$ cat config.mk
export PLATFORM = sky130hd
export DESIGN_NAME = cp0_exc_ctrl
export DESIGN_NICKNAME = d
export VERILOG_FILES = /design/src/rtl/cp0_exc_ctrl.sv
export SDC_FILE = /design/constraint.sdc
export NUM_CORES = 1
export LEC_CHECK = 0
export BUFFER_PORTS_ARGS = -buffer_cell sky130_fd_sc_hd__buf_2
export CORE_MARGIN = 8
export CORE_UTILIZATION = 25
export CTS_BUF_LIST = sky130_fd_sc_hd__clkbuf_2
export DETAILED_ROUTE_END_ITERATION = 7
export MAX_ROUTING_LAYER = met4
export PLACE_DENSITY = 0.54
export SLEW_MARGIN = 10
export SYNTH_ARGS = -nofsm -noshare
export SYNTH_HDL_FRONTEND = slang
export SYNTH_SLANG_ARGS = --single-unit
$ cat constraint.sdc
create_clock -name clk -period 2 [get_ports clk]
set_input_delay 0.4 -clock clk [delete_from_list [all_inputs] [get_ports clk]]
set_output_delay 0.4 -clock clk [all_outputs]
set_load 0.1 [all_outputs]
$ cat src/rtl/cp0_exc_ctrl.sv
// CP0 exception/interrupt controller: SR, Cause, EPC and PRId registers,
// interrupt/exception capture into EPC, eret handling and mfc0/mtc0 access.
module cp0_exc_ctrl #(
   parameter logic [31:0] PRID_VALUE = 32'h2019_0707,
   parameter int          HW_LINES   = 6
) (
   input  logic                clk,
   input  logic                reset,
   input  logic [4:0]          A1,
   input  logic [4:0]          A2,
   input  logic [31:0]         DIn,
   input  logic                WE,
   input  logic [31:0]         VPC,
   input  logic                BD,
   input  logic [4:0]          ExcCode,
   input  logic [HW_LINES-1:0] HWInt,
   input  logic                EXLClr,
   output logic                IntReq,
   output logic [31:0]         EPC,
   output logic [31:0]         DOut
);

   typedef enum logic {
      NORMAL  = 1'b0,
      HANDLER = 1'b1
   } state_t;

   state_t              state, state_nx;
   logic [HW_LINES-1:0] im, im_nx;
   logic                ie, ie_nx;
   logic                cause_bd, cause_bd_nx;
   logic [HW_LINES-1:0] cause_ip;
   logic [4:0]          cause_exc, cause_exc_nx;
   logic [31:2]         epc_q, epc_nx;

   logic        exl;
   logic        int_pend;
   logic        exc_pend;
   logic [31:0] vpc_adj;
   logic [31:0] sr_word;
   logic [31:0] cause_word;

   assign exl      = (state == HANDLER);
   assign int_pend = (|(HWInt & im)) & ie & ~exl;
   assign exc_pend = (ExcCode != 5'd0) & ~exl;
   assign IntReq   = int_pend | exc_pend;

   // A branch-delay victim resumes at its branch; VPC=0 wraps to 32'hFFFF_FFFC.
   assign vpc_adj  = BD ? (VPC - 32'd4) : VPC;

   assign sr_word    = {16'h0, im, 8'h0, exl, ie};
   assign cause_word = {cause_bd, 15'h0, cause_ip, 3'h0, cause_exc, 2'b00};
   assign EPC        = {epc_q, 2'b00};

   always_comb begin
      // NOTE: every next-state signal gets its hold value first, so no path
      // through this block can leave one unassigned and infer a latch.
      state_nx     = state;
      im_nx        = im;
      ie_nx        = ie;
      cause_bd_nx  = cause_bd;
      cause_exc_nx = cause_exc;
      epc_nx       = epc_q;

      if (IntReq) begin
         // Capture wins over any concurrent mtc0; interrupt outranks exception.
         state_nx     = HANDLER;
         cause_bd_nx  = BD;
         cause_exc_nx = int_pend ? 5'd0 : ExcCode;
         epc_nx       = vpc_adj[31:2];
      end else begin
         if (WE && (A2 == 5'd12)) begin
            im_nx    = DIn[15:10];
            ie_nx    = DIn[0];
            state_nx = DIn[1] ? HANDLER : NORMAL;
         end
         // eret overrides an SR write's EXL bit but leaves IM/IE intact.
         if (EXLClr) begin
            state_nx = NORMAL;
         end
         if (WE && (A2 == 5'd14)) begin
            epc_nx = DIn[31:2];
         end
      end
   end

   // NOTE: non-blocking assignments keep every register sampling the
   // pre-edge values regardless of statement order.
   always_ff @(posedge clk or posedge reset) begin
      if (reset) begin
         state     <= NORMAL;
         im        <= '0;
         ie        <= 1'b0;
         cause_bd  <= 1'b0;
         cause_ip  <= '0;
         cause_exc <= 5'd0;
         epc_q     <= '0;
      end else begin
         state     <= state_nx;
         im        <= im_nx;
         ie        <= ie_nx;
         cause_bd  <= cause_bd_nx;
         cause_ip  <= HWInt;
         cause_exc <= cause_exc_nx;
         epc_q     <= epc_nx;
      end
   end

   always_comb begin
      DOut = 32'h0;
      unique case (A1)
         5'd12:   DOut = sr_word;
         5'd13:   DOut = cause_word;
         5'd14:   DOut = EPC;
         5'd15:   DOut = PRID_VALUE;
         default: DOut = 32'h0;
      endcase
   end

endmodule

==> reports/metrics.yaml <==
syn-instance-count: 334
skew_ns: 0.02227
max-vdd-ir-drop_v: 0.0009792
synth-async-reset-ratio_pct: 100.0
rows: 41
synth_area_um2: 3223
grt_pass1_vias: 3462
path_buf_inv: 2
fp.dieH_um: 129.5
yosysSeqAreaShare_pct: 38.82
grt_antenna_before_repair: 0
grtUsageTotal_pct: 14.19
r2r_start: "im[2]$_DFFE_PP0P_"
final_common_cell: "buf_2"
ys.flop_type: "dfrtp_1"
via_per_inst: 4.561
ant_nets: 0
num_vias: 3129
place_congestion: 0.8180
critical_path.cell_chain: "a22o_1, o31ai_2, buf_4, a31oi_4, buf_12"
hold_ws_ns: 0.07422
p_total_w: 0.006860
worst_ep_required_time_ns: 1.60
path_max_fanout: 2
endpoint_kind: "output pin"
power-per-cell-area_nw_per_um2: 1289
cts_tree: "done"
ys_warn_count: 0
min_to: "cause_ip[3]$_DFF_PP0_"
startpoint_type: "register"
initial_core_util_pct: 25.54
cts-root-buf: "clkbuf_2"
io_pins: 155
r2r_cells: 8
relSlewSlack_pct: 61.93
grt_pass1_wl_mm: 18.11
syn_area_per_cell_um2: 9.650
netlist.top_cell.by_area: "dfrtp_1"
antenna-diode-count: 0
hold_path_class: "primary input to register"
cts_buffers: 5
post-route-min-period_ns: 2.165
nets: 604
rsz0062_at_grt: "true"
period_share_pct: 108.3
fp.dieW_um: 129.5
p_leak_nw: 2.473
ys_types: 47
slew_violations: 0
drt-total-wl_mm: 11.46
grt-ovfl-total: 0
syn_to_final_growth_pct: 65.06
cp.arrival_ns: 1.77
setup_viol: 1
worst_pin_slew_ns: 0.5710
firstDrtPassIters: 4
violations: "setup timing"
hold_start: "HWInt[3]"
crit_type: "register to output pin"
cp_top_family: "compound AO/OA/AOI/OAI gates"
drive_gt1_share_pct: 50.39
die_area_um2: 16780
r2r-end: "im[3]$_DFFE_PP0P_"
port_buffers: 150
worst_path_largest_cell_delay_ns: 0.45
synth_top_area_share_pct: 38.82
finalWorstSetupSlack_ns: -0.1653
drc: 0
critPathLaunch: "im[2]$_DFFE_PP0P_"
htreeDepth: 2
max-cap-violations: 0
nFillCells: 1257
wl_per_cell_um: 16.71
finalHoldViolCount: 0
r2r_slack_ns: 0.03
yosys_register_bits: 50
cts.clk_slew.worst_paths_ns: 0.28
synth-edff-count: 0
cts_buffer_depth: 2
synthTopCellsByArea: "dfrtp_1, mux2i_1, xnor2_1"
insertion_delay_ns: 0.43
fmax_ghz: 0.4618
grt_max_degree: 31
crit_slowest_cell: "dfrtp_1"
final_cell_mix: "buf_2, mux2i_1, dfrtp_1"
status: "finished, violations left"
core-area_um2: 12620
drtIter0Drc: 131
whs_path_depth: 1
cts_num_sinks: 50
hpwl_mm: 9.334
dp_slack_ns: -0.05424
-- area by class of cell --
class | count | area (um2) | share of cell area [%]
Multi-Input combinational cell | 258 | 2106 | 39.58
Clock buffer | 6 | 30.03 | 0.5644
Sequential cell | 50 | 1260 | 23.68
Tap cell | 172 | 215.2 | 4.045
Timing Repair Buffer | 189 | 1637 | 30.76
Clock inverter | 2 | 38.79 | 0.7291
Inverter | 9 | 33.78 | 0.6350
-- layer usage --
layer / vias up / track usage (%) / part of all wire, %
met5: - / - / 0
met4: 0 / 2.527 / 0.50
met3: 5 / 3.574 / 6.8
met2: 99 / 24.14 / 49
met1: 1498 / 16.76 / 44
li1: 1527 / - / -
-- logic make-up (layout without fill, tap and decap cells) --
family / after synthesis / count (layout) / synth area share, %
buffers and inverters: 27 / 206 / 3.726
adders and majority gates: 1 / 1 / 0.3881
muxes: 63 / 63 / 19.88
other: 1 / 2 / 0.1163
DFF: 50 / 50 / 38.82
AOI/OAI and AO/OA: 40 / 40 / 7.532
and+or+nand+nor: 124 / 124 / 21.93
xor gates and xnor gates: 28 / 28 / 7.609
-- worst max-delay path by stage --
stage	to	slack (ns)	cells after the start
after floorplan	DOut[27]	-0.20	4
after global placement	im[0]$_DFFE_PP0P_	-0.06	7
after detailed placement	im[0]$_DFFE_PP0P_	-0.05	7
after CTS	IntReq	-0.23	5
after global routing	IntReq	-0.31	5
final	IntReq	-0.17	5
-- Yosys cell counts, types with 3 or more instances --
library cell	count
inv_1	9
a22o_1	3
mux2_1	5
xnor2_1	25
dfrtp_1	50
nor3_1	11
nor4_1	6
and2_1	12
nand3b_1	3
nand2_1	21
or3_1	3
buf_2	3
mux2_2	3
nor2_1	39
a21oi_1	8
mux2i_1	55
clkbuf_1	11
nand3_1	7
nor4_2	4
nand4_1	3
o21ai_0	16
xor2_1	3
nor2b_1	3
a22oi_1	5
-- registers in the layout (all words and copies together) (netlist names) --
signal and count:
ie 1, cause_bd 1, exl 1, im 6, cause_ip 6, epc_q 30, cause_exc 5
-- per-stage QoR --
step	instances	TNS, ns	utilization (%)	cell area (um2)
2_1_floorplan	335	-2.316	-	3447
3_3_place_gp	666	-0.3346	40.20	5074
3_5_place_dp	666	-0.3589	40.20	5074
4_1_cts	679	-0.3405	41.31	5214
5_1_grt	686	-0.9690	42.16	5320
6_report	686	-0.1653	42.16	5320
-- power breakdown --
group / leakage, nW / internal (W) / switching (W)
Sequential: 0.594 / 0.00144 / 0.000357
Combinational: 1.84 / 0.00107 / 0.00343
Clock: 0.0432 / 0.000219 / 0.000348
Total: 2.47 / 0.00273 / 0.00413
-- timing repair --
action / CTS / global route
pin swaps: 6 / 5
gates resized for setup: 8 / 9
cloned: 0 / 0
hold buffers: 1 / 5
endpoints found under the hold margin: 21 / 5
setup buffers: 4 / 3
setup endpoints to repair: 3 / 34
No activity file was read; power rests on OpenSTA's default activity.
